--- src/rtl/uart_pkg.sv ---
// ---------------------------------------------------------------------------
// uart_pkg
// Shared definitions for the UART transmit path: the arbiter state encoding,
// default bit timing, and the frame-length helper used by uart_send,
// uart_recv and uart_tx_arb.
// No ports (package).
// ---------------------------------------------------------------------------
package uart_pkg;

    typedef enum logic [1:0] {
        ST_IDLE = 2'd0,   // no lock, waiting for any requester
        ST_HOLD = 2'd1,   // lock held, waiting for the owner's next byte
        ST_WAIT = 2'd2    // a frame is on the line, inputs ignored
    } arb_state_t;

    localparam int DEFAULT_CYCLES_PER_BIT = 10417;  // 100 MHz / 9600 baud
    localparam int DEFAULT_FRAME_BITS     = 10;     // start + 8 data + stop

    // Clock cycles one frame occupies, including the idle guard after it.
    function automatic int frame_cycles(input int cycles_per_bit,
                                        input int frame_bits,
                                        input int guard_cycles);
        return cycles_per_bit * frame_bits + guard_cycles;
    endfunction

    function automatic int max_int(input int a, input int b);
        return (a > b) ? a : b;
    endfunction

endpackage

--- src/rtl/uart_frame_timer.sv ---
// ---------------------------------------------------------------------------
// uart_frame_timer
// Loadable down-counter. A load sets the count; afterwards it decrements
// once per cycle and parks at zero. done is high while the count is zero,
// so a value of N-1 loaded at an edge makes done rise exactly N cycles later.
// Ports:
//   clk       in   clock
//   rst       in   asynchronous active-high reset (count -> 0)
//   load      in   load load_val this cycle (takes priority over counting)
//   load_val  in   CNT_W-bit value to load
//   done      out  count is zero
// ---------------------------------------------------------------------------
module uart_frame_timer #(
    parameter int CNT_W = 8
) (
    input  logic             clk,
    input  logic             rst,
    input  logic             load,
    input  logic [CNT_W-1:0] load_val,
    output logic             done
);

    logic [CNT_W-1:0] cnt_q;
    logic [CNT_W-1:0] cnt_d;

    always_comb begin
        cnt_d = cnt_q;
        if (load) begin
            cnt_d = load_val;
        end else if (cnt_q != '0) begin
            cnt_d = cnt_q - 1'b1;
        end
    end

    always_ff @(posedge clk or posedge rst) begin
        if (rst) begin
            cnt_q <= '0;
        end else begin
            cnt_q <= cnt_d;
        end
    end

    assign done = (cnt_q == '0);

endmodule

--- src/rtl/uart_tx_arb.sv ---
// ---------------------------------------------------------------------------
// uart_tx_arb
// Round-robin arbiter sharing one uart_send between two byte requesters.
// A granted requester keeps the transmitter until it sends a byte marked
// last, or until it leaves valid low for LOCK_TIMEOUT cycles while holding
// the lock. uart_send has no busy output, so every frame is timed here and
// the next valid pulse is issued only after FRAME_CYCLES have elapsed.
// Ports:
//   clk, rst                      clock, asynchronous active-high reset
//   reqN_valid/data/last (N=0,1)  requester byte, held until reqN_ready
//   reqN_ready                    1-cycle pulse: byte accepted
//   send_valid                    1-cycle pulse to uart_send
//   send_data                     byte to uart_send, stable until next accept
//   busy                          arbiter state is not IDLE
//   owner                         current / last granted requester
// ---------------------------------------------------------------------------
module uart_tx_arb
    import uart_pkg::*;
#(
    parameter int CYCLES_PER_BIT = DEFAULT_CYCLES_PER_BIT,
    parameter int FRAME_BITS     = DEFAULT_FRAME_BITS,
    parameter int GUARD_CYCLES   = 2,
    parameter int LOCK_TIMEOUT   = 1000000
) (
    input  logic       clk,
    input  logic       rst,
    input  logic       req0_valid,
    input  logic [7:0] req0_data,
    input  logic       req0_last,
    output logic       req0_ready,
    input  logic       req1_valid,
    input  logic [7:0] req1_data,
    input  logic       req1_last,
    output logic       req1_ready,
    output logic       send_valid,
    output logic [7:0] send_data,
    output logic       busy,
    output logic       owner
);

    localparam int FRAME_CYCLES = frame_cycles(CYCLES_PER_BIT, FRAME_BITS, GUARD_CYCLES);
    localparam int CNT_W        = $clog2(max_int(FRAME_CYCLES, LOCK_TIMEOUT) + 1);

    // Timed states last exactly their cycle count: WAIT holds for
    // FRAME_CYCLES cycles after the accept edge, HOLD for LOCK_TIMEOUT.
    localparam logic [CNT_W-1:0] FRAME_LOAD = CNT_W'(FRAME_CYCLES - 1);
    localparam logic [CNT_W-1:0] LOCK_LOAD  = CNT_W'(LOCK_TIMEOUT - 1);

    arb_state_t state_q, state_d;

    logic       owner_q, owner_d;
    logic       ptr_q, ptr_d;
    logic       last_q, last_d;
    logic       send_valid_q, send_valid_d;
    logic [7:0] send_data_q, send_data_d;
    logic       req0_ready_q, req0_ready_d;
    logic       req1_ready_q, req1_ready_d;
    logic       busy_q, busy_d;

    logic             accept;
    logic             grant;
    logic             owner_valid;
    logic             timer_load;
    logic [CNT_W-1:0] timer_load_val;
    logic             timer_done;

    // One timer serves both the frame gap and the lock timeout; the two
    // are never needed at the same time.
    uart_frame_timer #(
        .CNT_W (CNT_W)
    ) u_timer (
        .clk      (clk),
        .rst      (rst),
        .load     (timer_load),
        .load_val (timer_load_val),
        .done     (timer_done)
    );

    assign owner_valid = owner_q ? req1_valid : req0_valid;

    // State register
    always_ff @(posedge clk or posedge rst) begin
        if (rst) begin
            state_q <= ST_IDLE;
        end else begin
            state_q <= state_d;
        end
    end

    // Next-state and grant decision
    always_comb begin
        state_d = state_q;
        accept  = 1'b0;
        grant   = owner_q;
        case (state_q)
            ST_IDLE: begin
                // The pointer only breaks ties; a lone requester always wins.
                if (req0_valid && req1_valid) begin
                    accept = 1'b1;
                    grant  = ptr_q;
                end else if (req0_valid) begin
                    accept = 1'b1;
                    grant  = 1'b0;
                end else if (req1_valid) begin
                    accept = 1'b1;
                    grant  = 1'b1;
                end
            end
            ST_HOLD: begin
                // Only the lock owner is looked at while the lock is held.
                if (owner_valid) begin
                    accept = 1'b1;
                    grant  = owner_q;
                end else if (timer_done) begin
                    state_d = ST_IDLE;
                end
            end
            ST_WAIT: begin
                if (timer_done) begin
                    state_d = last_q ? ST_IDLE : ST_HOLD;
                end
            end
            default: state_d = ST_IDLE;
        endcase
        if (accept) begin
            state_d = ST_WAIT;
        end
    end

    // Registered outputs, datapath and timer control
    always_comb begin
        owner_d        = owner_q;
        ptr_d          = ptr_q;
        last_d         = last_q;
        send_data_d    = send_data_q;
        send_valid_d   = accept;
        req0_ready_d   = accept && !grant;
        req1_ready_d   = accept && grant;
        busy_d         = (state_d != ST_IDLE);
        timer_load     = 1'b0;
        timer_load_val = FRAME_LOAD;

        if (accept) begin
            owner_d        = grant;
            send_data_d    = grant ? req1_data : req0_data;
            last_d         = grant ? req1_last : req0_last;
            timer_load     = 1'b1;
            timer_load_val = FRAME_LOAD;
        end else if (state_q == ST_WAIT && timer_done && !last_q) begin
            timer_load     = 1'b1;
            timer_load_val = LOCK_LOAD;
        end

        // Returning to IDLE means the lock is gone (packet end or timeout):
        // hand tie-break priority to the other requester.
        if (!accept && state_q != ST_IDLE && state_d == ST_IDLE) begin
            ptr_d = ~owner_q;
        end
    end

    always_ff @(posedge clk or posedge rst) begin
        if (rst) begin
            owner_q      <= 1'b0;
            ptr_q        <= 1'b0;
            last_q       <= 1'b0;
            send_valid_q <= 1'b0;
            send_data_q  <= 8'h00;
            req0_ready_q <= 1'b0;
            req1_ready_q <= 1'b0;
            busy_q       <= 1'b0;
        end else begin
            owner_q      <= owner_d;
            ptr_q        <= ptr_d;
            last_q       <= last_d;
            send_valid_q <= send_valid_d;
            send_data_q  <= send_data_d;
            req0_ready_q <= req0_ready_d;
            req1_ready_q <= req1_ready_d;
            busy_q       <= busy_d;
        end
    end

    assign req0_ready = req0_ready_q;
    assign req1_ready = req1_ready_q;
    assign send_valid = send_valid_q;
    assign send_data  = send_data_q;
    assign busy       = busy_q;
    assign owner      = owner_q;

endmodule

--- config.mk ---
export PLATFORM = sky130hd
export DESIGN_NAME = uart_tx_arb
export DESIGN_NICKNAME = d
export VERILOG_FILES = /design/src/rtl/uart_pkg.sv /design/src/rtl/uart_frame_timer.sv /design/src/rtl/uart_tx_arb.sv
export SDC_FILE = /design/constraint.sdc
export NUM_CORES = 1
export LEC_CHECK = 0
export BUFFER_PORTS_ARGS = -buffer_cell sky130_fd_sc_hd__buf_2
export CAP_MARGIN = 40
export CELL_PAD_IN_SITES_DETAIL_PLACEMENT = 1
export CELL_PAD_IN_SITES_GLOBAL_PLACEMENT = 1
export CORE_AREA = 5 5 75 77
export CTS_CLUSTER_DIAMETER = 60
export DETAILED_ROUTE_END_ITERATION = 12
export DIE_AREA = 0 0 80 82
export GPL_TIMING_DRIVEN = 0
export HOLD_SLACK_MARGIN = 0.1
export PLACE_DENSITY_LB_ADDON = 0.12
export SLEW_MARGIN = 20
export SYNTH_ARGS = -nofsm -noshare
export SYNTH_HDL_FRONTEND = slang
export SYNTH_SLANG_ARGS = --single-unit
--- constraint.sdc ---
create_clock -name clk -period 5.3 [get_ports clk]
set_input_delay 0.265 -clock clk [delete_from_list [all_inputs] [get_ports clk]]
set_output_delay 0.265 -clock clk [all_outputs]
set_load 0.01 [all_outputs]
Word level (Yosys, flattened, before mapping)
Cells that the tools add are included.
{"block": "totals", "ff_bits": 37, "in_bits": 22, "output_inout_bits": 13, "elab_cells": 55}
{"block": "op_classes", "n_addsub": 1, "eq_ne": 2, "muxes": 24, "bitwise_logic": 1, "n_reduce_logical": 17}
{"cell": "$mux W20", "n": 4}
{"cell": "$logic_not A20 Y1", "n": 1}
{"cell": "$reduce_bool A20 Y1", "n": 1}
{"cell": "$sub A20 B1 Y20 const B", "n": 1}
{"cell": "$mux W1", "n": 13}
{"cell": "$mux W2", "n": 4}
{"cell": "$mux W8", "n": 1}
{"cell": "$logic_and A1 B1 Y1", "n": 7}
{"cell": "$pmux W2 S3", "n": 1}
{"cell": "$reduce_bool A2 Y1", "n": 3}
{"cell": "$logic_not A2 Y1", "n": 2}
{"cell": "$logic_not A1 Y1", "n": 3}
{"cell": "$eq A2 B1 Y1 const B", "n": 1}
{"cell": "$eq A2 B2 Y1 const B", "n": 1}
{"cell": "$pmux W1 S2", "n": 1}
{"cell": "$not A1 Y1", "n": 1}

Longest topological paths before layout
Gate-level depths: netlist (run 1).
{"block": "depth", "ltp_word": 7, "mapped_depth": 8, "depth_no_buf": 7}

Modules after synthesis
From an unflattened synthesis (run 1), not the netlist that was laid out.
{"block": "unflattened", "hier_cells": 211, "hier_area_um2": 2253.4}
{"mod": "uart_frame_timer", "instances": 1, "cells_each": 143, "area_per_inst_um2": 1337.5, "seq_area_each_um2": 500.5}
{"mod": "uart_tx_arb", "instances": 1, "cells_each": 68, "area_per_inst_um2": 915.9, "seq_area_each_um2": 425.4}

Worst setup path before layout (run 1)
Ideal clock, no wire load.
{"block": "synth_timing", "kind": "flip-flop to flip-flop", "from": "register u_timer.cnt_q[3]", "to": "register u_timer.cnt_q[12]", "setup_ns": 0.127, "t_arrival_ns": 2.011, "t_required_ns": 5.173, "slack_ns": 3.162, "path_stages_with_launch": 6, "path_buffers": 0, "synth_period_minus_slack_ns": 2.138, "cell_sequence": "dfrtp_1 > or4_1 > or4_4 > or3_1 > a21oi_1 > o31ai_1"}
{"block": "synth_between", "elab_chain_len": 6}
{"item": "start, declared", "line_no": "uart_frame_timer.sv:23", "source": "logic [CNT_W-1:0] cnt_q;"}
{"item": "start signal, assigned", "line_no": "uart_frame_timer.sv:39", "source": "cnt_q <= cnt_d;"}
{"item": "branches (longest 6 deep; another with $sub A20 B1 Y20)"}
Several ways; the timed one is not identified. The select of a mux whose other input is x is not followed.
A chain may end at the register's enable or synchronous reset.

Worst setup path in the final report (run 1)
{"block": "layout_timing", "from": "register u_timer.cnt_q[16]", "to": "register u_timer.cnt_q[17]"}
The elaborated chain is that of the path after synthesis.

==> results of run 1 <==
[Yosys cell counts (2+ instances only)]
cell	instances	area, µm²
o31ai_1	2	15.0
or4_1	4	30.0
nand2_1	19	71.3
nor3_1	3	15.0
o21ai_0	15	75.1
xnor2_1	11	96.3
and2_1	3	18.8
nor2_1	15	56.3
mux2i_1	11	110
clkbuf_1	9	33.8
nand2b_1	4	25.0
a31o_2	2	17.5
xor2_1	4	35.0
nand3_1	3	15.0
a2111oi_0	2	17.5
nor4_1	5	31.3
or3_1	3	18.8
inv_1	5	18.8
ha_1	2	25.0
dfrtp_1	37	926
a21oi_1	12	60.1
a211oi_1	2	15.0
[cell type report]
class,count,area [µm²]
Fill cell,600,2670
Sequential cell,37,926
Multi-Input combinational cell,139,881
Timing Repair Buffer,36,208
Tap cell,70,87.6
Clock buffer,5,68.8
Clock inverter,3,46.3
Buffer,10,38.8
Inverter,5,18.8
[kinds of logic after synthesis]
kind of cell,count (synthesis),synth area share (%)
simple gates,66,18.0
compound gates,45,15.0
mux,11,5.91
flops,37,49.7
fa+ha+maj,2,1.34
xor+xnor,15,7.05
buf+inv,15,3.09
[flip-flops by register name (all words and copies together) (netlist names)]
signal / flops
busy: 1
req1_ready: 1
u_timer.cnt_q: 20
owner: 1
ptr_q: 1
last_q: 1
send_valid: 1
send_data: 8
req0_ready: 1
state_q: 2
[power groups by stage]
stage | clock network (mW) | registers (mW) | logic (mW)
after detailed placement | 0 | 0.415 | 0.308
final | 0.253 | 0.410 | 0.303
after global routing | 0.275 | 0.424 | 0.345
after CTS | 0.259 | 0.411 | 0.310
after global placement | 0 | 0.409 | 0.286
after floorplan | 0 | 0.421 | 0.186
[worst max-delay path, cell delays in order (launching register included)]
cell	delay (ns)
dfrtp_1	0.43
or3_1	0.41
nor4_1	0.56
nand2_1	0.36
o21ai_1	0.48
a21oi_1	0.11
[how the worst max path moves through the flow]
stage / slack, ns / to
global placement: 2.87 / u_timer.cnt_q[19]
CTS: 2.77 / u_timer.cnt_q[1]
detailed placement: 2.79 / u_timer.cnt_q[17]
finish: 2.81 / u_timer.cnt_q[17]
floorplan: 3.16 / u_timer.cnt_q[12]
global route: 2.50 / u_timer.cnt_q[1]
[routing by layer]
layer | share of wire [%] | wire length (µm) | vias up | GRT usage [%]
met5 | 0 | 0 | - | 0
met4 | 1.5 | 76 | 0 | 5.91
met3 | 3.9 | 196 | 9 | 4.50
met2 | 53 | 2640 | 26 | 30.9
met1 | 42 | 2100 | 806 | 19.6
li1 | - | - | 767 | -
[stage by stage]
step	setup WS (ns)	cell area (µm²)	hold slack (ns)
final	2.81	2270	0.256
after global routing	2.50	2270	0.258
after CTS	2.77	2270	0.250
after detailed placement	2.79	2150	0.284
after global placement	2.87	2120	0.461
after floorplan	3.16	1860	0.445
==> summary.txt, run 1 <==
Global route
  • GR Overflow Total: 0
  • Pin count of the biggest net entering global routing: 22
  • Vias in the first global route: between 1500 and 2000
  • Global-route wire length before repair: 8.59 mm
  • Initial antenna violation count: 0
  • Global-route usage over all layers: between 10% and 20%

Floorplanning
  • FP Rows: 26
  • Die width: about 80 µm
  • Core area: 4940 µm²
  • # IOs: 35
  • Die Span Y: 82 µm
  • Initial Util: a little under two fifths
  • Full die area: approximately 6600 µm²

Critical path
  • R2r worst-path depth: 5
  • Worst R2R End: u_timer.cnt_q[17]
  • Startpoint types: register
  • Worst-path fanout max: 8
  • Required time worst endpoint: 5.45 ns
  • Worst setup startpoint: u_timer.cnt_q[16]
  • Crit path kind: register to register
  • Worst r2r src: u_timer.cnt_q[16]
  • R2r setup slk: 2.81 ns
  • CP Data Arrival Time: 2.64 ns
  • CP Capture Type: register

Yosys
  • Post-synth EDFFs: 0
  • Cells after Synth: 191
  • Syn_nets: 215
  • Mapped Avg Cell Area: 9.76 µm²
  • Synth cell types: 40
  • Synth warnings: 0
  • Synth Register Bits: 37
  • Top_reg_cell synth: dfrtp_1
  • Mapped Area: 1860 µm²
  • Sequential element share of the synthesized area: 49.7%
  • Async SR Flop Fraction: 100%

Power
  • Gate power share: 31.4%
  • Power Density: 425 nW/µm²
  • Power share of the clock group: about a quarter
  • Seq pwr share: 42.5%
  • VDD IR-drop max: about 0.00022 V
  • Int Power: 624 µW
  • Switching share of power: around 36%
  • Leakage: 0.998 nW
  • Net Sw Power: 343 µW
  • Total power: 967 µW

Hold path
  • Hold EP: send_data[0]
  • Worst Hold Launch: req1_data[0]
  • Min-Delay Path Depth: 3
  • Worst Hold Class: input pin to register

Drt
  • Via density per instance: 5.27
  • Antenna viol nets, final: 0
  • Vias: 1608
  • Post-DR wirelength/cell: 16.4 µm
  • TritonRoute pass-1 iters: 4
  • Drt drc: 0
  • Final wirelength: 5.01 mm
  • Starting DRC count in detailed routing: 42

Clock tree
  • Root Buffer: clkbuf_8
  • Hold-fix buffers, CTS: 1
  • Clock tree buffer depth: 2
  • Clk slew on worst S/H paths: about 0.08 ns
  • Num Clock Sinks: 37
  • Clk_lat worst skew: 0.30 ns
  • CTS buffer count: 5
  • CTS tree: done
  • Post-cts sizing count: 0
  • H-tree levels: 2
  • Post-CTS setup buffers: 0

STA
  • Period Utilization, post-route: 46.9%
  • RSZ-0062 raised after global routing: no
  • Pins over their slew limit: 0
  • # setup viols final: 0
  • Worst-margin pin slew: 0.662 ns
  • Fin crit period: 2.49 ns
  • Relative slew margins: 55.9%
  • Max frequency: 402 MHz
  • Final hold violation count: 0
  • Worst Clk Skew: between 0.007 and 0.008 ns
  • Setup_tns: 0 ns

Final layout
  • Most common cell after layout, fill and taps aside: dfrtp_1
  • Ant. Diodes: 0
  • Final cell utilization of the core: a little under half
  • Layout cell share with drive strength beyond 1: a little over a fifth
  • Area added between synthesis and finish: 22.0%
  • Finished Layout Cells: 305
  • Most frequent cells in the layout: dfrtp_1 (37), buf_2 (35), nand2_1 (19)
  • Nets: 258

Place
  • DP HPWL: 3.86 mm
  • Port buffer count: 34
  • Placed Instances: just under 300
  • Gpl congestion: 0.820

Outcome
  • Outcome: completed

Flow run
  • Max-cap viol count: 0
(Power assumes the default switching activity.)
==> run 2: changes to the inputs <==
--- a/config.mk
+++ b/config.mk
@@ -5,14 +5,15 @@
 export SDC_FILE = /design/constraint.sdc
 export NUM_CORES = 1
 export LEC_CHECK = 0
+export ABC_AREA = 1
 export BUFFER_PORTS_ARGS = -buffer_cell sky130_fd_sc_hd__buf_2
 export CAP_MARGIN = 40
 export CELL_PAD_IN_SITES_DETAIL_PLACEMENT = 1
 export CELL_PAD_IN_SITES_GLOBAL_PLACEMENT = 1
-export CORE_AREA = 5 5 75 77
+export CORE_AREA = 5 5 78 80
 export CTS_CLUSTER_DIAMETER = 60
 export DETAILED_ROUTE_END_ITERATION = 12
-export DIE_AREA = 0 0 80 82
+export DIE_AREA = 0 0 83 85
 export GPL_TIMING_DRIVEN = 0
 export HOLD_SLACK_MARGIN = 0.1
 export PLACE_DENSITY_LB_ADDON = 0.12
==> constraint.sdc (replaced) <==
create_clock -name clk -period 2.3 [get_ports clk]
set_input_delay 0.115 -clock clk [delete_from_list [all_inputs] [get_ports clk]]
set_output_delay 0.115 -clock clk [all_outputs]
set_load 0.01 [all_outputs]
==> run 2 against run 1 <==
  * First-iteration DRC count increased by 120%
  * Largest power group unchanged
  * Highest routed layer unchanged
  * Critical path depth rose by 2
  * Sequential cell count unchanged
  * Utilization rose by 3.6 points
  * Via count grew 19%
==> summary.txt, run 2 <==
Drt
  • Post-DR wirelength/cell: 15.0 µm (was 16.4 µm)
  • Vias: 1917 (was 1608)
  • Antenna viol nets, final: 0 (unchanged)
  • Final wirelength: 5.87 mm (was 5.01 mm)
  • TritonRoute pass-1 iters: 4 (unchanged)
  • Via density per instance: 4.89 (was 5.27)
  • Starting DRC count in detailed routing: 93 (was 42)
  • Drt drc: 0 (unchanged)

Critical path
  • Crit path kind: register to register (unchanged)
  • Worst r2r src: owner (was u_timer.cnt_q[16])
  • Worst-path fanout max: 10 (was 8)
  • CP Data Arrival Time: 2.30 ns (was 2.64 ns)
  • Worst path slowest cell: dlygate4sd3_1 (was nor4_1)
  • CP Capture Type: register (unchanged)
  • R2r setup slk: 0.18 ns (was 2.81 ns)
  • Critical-path cell list: o211ai_1, nand2_2, nand2_1, clkinvlp_4, nand2_1, nand3_1, dlygate4sd3_1 (was or3_1, nor4_1, nand2_1, o21ai_1, a21oi_1)
  • R2r worst-path depth: 7 (was 5)
  • Crit path buf inv count: 2 (was 0)
  • Most used cell, CP: nand2_1
  • Startpoint types: register (unchanged)
  • Worst path max stage delay: 0.56 ns (about the same)
  • Required time worst endpoint: 2.48 ns (was 5.45 ns)
  • Worst R2R End: send_data[1] (was u_timer.cnt_q[17])
  • Top delay family on crit path: buffers and inverters (was simple AND/OR/NAND/NOR gates)

Yosys
  • Top_reg_cell synth: dfrtp_1 (unchanged)
  • Cells after Synth: 255 (was 191)
  • Sequential element share of the synthesized area: 45.7% (was 49.7%)
  • Synth warnings: 0 (unchanged)
  • Top cell type's share of synthesized area: 45.7% (was 49.7%)
  • Syn_nets: 279 (was 215)
  • Top-count cell post-synth: nand2_1 (was dfrtp_1)
  • Mapped Avg Cell Area: 7.95 µm² (was 9.76 µm²)
  • Synth cell count leaders: nand2_1 (64), dfrtp_1 (37), nor2_1 (32) (was dfrtp_1 (37), nand2_1 (19), nor2_1 (15), o21ai_0 (15), a21oi_1 (12))
  • Synth cell types: 34 (was 40)
  • Synth Register Bits: 37 (unchanged)
  • Post-synth EDFFs: 0 (unchanged)
  • Mapped Area: 2030 µm² (was 1860 µm²)
  • Top cells by area, synth: dfrtp_1 (46%), nand2_1 (12%), nand3_1 (5.9%) (was dfrtp_1 (50%), mux2i_1 (5.9%), xnor2_1 (5.2%))
  • Async SR Flop Fraction: 100% (unchanged)
  • Area leader, netlist: dfrtp_1 (unchanged)

STA
  • Setup_tns: 0 ns (unchanged)
  • Max frequency: 472 MHz (was 402 MHz)
  • Relative slew margins: 67.5% (was 55.9%)
  • # setup viols final: 0 (unchanged)
  • Period Utilization, post-route: 92.0% (was 46.9%)
  • Worst Clk Skew: 0.00386 ns (was 0.00758 ns)
  • Final hold violation count: 0 (unchanged)
  • Fin crit period: 2.12 ns (was 2.49 ns)
  • Pins over their slew limit: 0 (unchanged)
  • RSZ-0062 raised after global routing: no (unchanged)
  • Worst-margin pin slew: 0.484 ns (was 0.662 ns)
  • Hold slack: 0.247 ns (was 0.256 ns)

Clock tree
  • CTS buffer count: 5 (unchanged)
  • H-tree levels: 2 (unchanged)
  • Num Clock Sinks: 37 (unchanged)
  • Clock tree buffer depth: 2 (unchanged)
  • Clk_lat worst skew: 0.29 ns (was 0.30 ns)
  • Clk slew on worst S/H paths: 0.08 ns (about the same)
  • CTS tree: done (unchanged)
  • Root Buffer: clkbuf_8 (unchanged)

Power
  • VDD IR-drop max: 0.000459 V (was 0.000223 V)
  • Power Density: 908 nW/µm² (was 425 nW/µm²)
  • Leakage: 1.32 nW (was 0.998 nW)

Floorplanning
  • # IOs: 35 (unchanged)
  • Die width: 83 µm (was 80 µm)
  • Die Span Y: 85 µm (was 82 µm)
  • Full die area: 7060 µm² (was 6560 µm²)
  • FP Rows: 27 (was 26)
  • Initial Util: 38.0% (was 37.7%)
  • Core area: 5340 µm² (was 4940 µm²)

Global route
  • Pin count of the biggest net entering global routing: 27 (was 22)
  • GR Overflow Total: 0 (unchanged)
  • Vias in the first global route: 2105 (was 1775)
  • Global-route usage over all layers: 17.5% (was 17.1%)
  • Global-route wire length before repair: 9.98 mm (was 8.59 mm)
  • Initial antenna violation count: 0 (unchanged)

Final layout
  • Top reg by flops: u_timer.cnt_q (unchanged)
  • Ant. Diodes: 0 (unchanged)
  • Fill count: 695 (was 600)
  • Most frequent cells in the layout: nand2_1 (64), dfrtp_1 (37), buf_2 (35) (was dfrtp_1 (37), buf_2 (35), nand2_1 (19))
  • Max reg flops: 20 (unchanged)
  • Nets: 343 (was 258)
  • Area added between synthesis and finish: 30.6% (was 22.0%)
  • Most common cell after layout, fill and taps aside: nand2_1 (was dfrtp_1)
  • Final cell utilization of the core: 49.6% (was 46.0%)
  • Multi-input gate area: 970 µm² (was 881 µm²)
  • Register area: 926 µm² (unchanged)
  • Layout cell share with drive strength beyond 1: 23.8% (was 21.3%)

Hold path
  • Worst Hold Launch: req1_valid (was req1_data[0])
  • Min-Delay Path Depth: 5 (was 3)
  • Worst Hold Class: input pin to register (unchanged)
  • Hold EP: owner (was send_data[0])

Place
  • Gpl congestion: 0.794 (was 0.820)
  • DP HPWL: 4.24 mm (was 3.86 mm)
  • Port buffer count: 34 (unchanged)

Flow run
  • Max-cap viol count: 0 (unchanged)

Outcome
  • Outcome: completed (unchanged)
-- run 2: tightest hold or removal path, stage by stage --
cell and delay (ns):
buf_2 0.09, nand2_1 0.05, nand2_1 0.05, o21ai_0 0.10, inv_1 0.09
-- run 2: where the power goes --
group	internal [mW]	switching, mW
sequential	0.820	0.129
clock	0.353	0.249
combinational	0.401	0.453
-- run 2: how the worst max path moves through the flow --
stage | start | cells past startpoint | endpoint
global placement | u_timer.cnt_q[0] | 9 | u_timer.cnt_q[18]
global route | state_q[0] | 11 | send_data[7]
CTS | owner | 7 | send_data[2]
detailed placement | u_timer.cnt_q[0] | 8 | u_timer.cnt_q[15]
floorplan | u_timer.cnt_q[0] | 9 | ptr_q
finish | owner | 7 | send_data[1]
-- run 2: final cells by class --
cell class	count	share of cell area, %
buffer	1	0.189
clock buffer	6	3.12
clock inverter	2	1.42
inverter	34	5.10
multi-input combinational	183	36.6
sequential	37	35.0
tap	72	3.40
timing repair buffer	57	15.2
-- run 2: repair_timing --
item                                   4_1_cts  5_1_grt
setup endpoints to repair                    0        9
gates resized for setup                      0        2
endpoints found under the hold margin       46        0
hold buffers                                19        0
setup buffers                                0        3
-- run 2: through the flow --
step | cells | power [mW] | worst slack [ns] | cell area [µm²]
5_1_grt | 392 | 2.58 | 0.00374 | 2650
4_1_cts | 389 | 2.42 | 0.0862 | 2620
6_report | 392 | 2.41 | 0.183 | 2650
3_3_place_gp | 361 | 1.63 | 0.506 | 2290
3_5_place_dp | 362 | 1.66 | 0.447 | 2310
2_1_floorplan | 255 | 1.40 | 0.811 | 2030
-- run 2: cell families (layout without fill, tap and decap cells) --
family          Yosys count  after routing  synth area share [%]
compound gates           25             25                  8.02
xor+xnor                  5              5                  2.16
buf+inv                  35            100                  6.54
flops                    37             37                  45.7
simple gates            151            151                  36.4
fa+ha+maj                 2              2                  1.23
-- run 2: per-layer routing --
layer / up-vias / global-route usage, % / routed length (µm)
li1: 942 / - / -
met1: 936 / 20.0 / 2590
met2: 34 / 32.8 / 3020
met3: 5 / 3.88 / 190
met4: 0 / 4.90 / 63
met5: - / 0 / 0
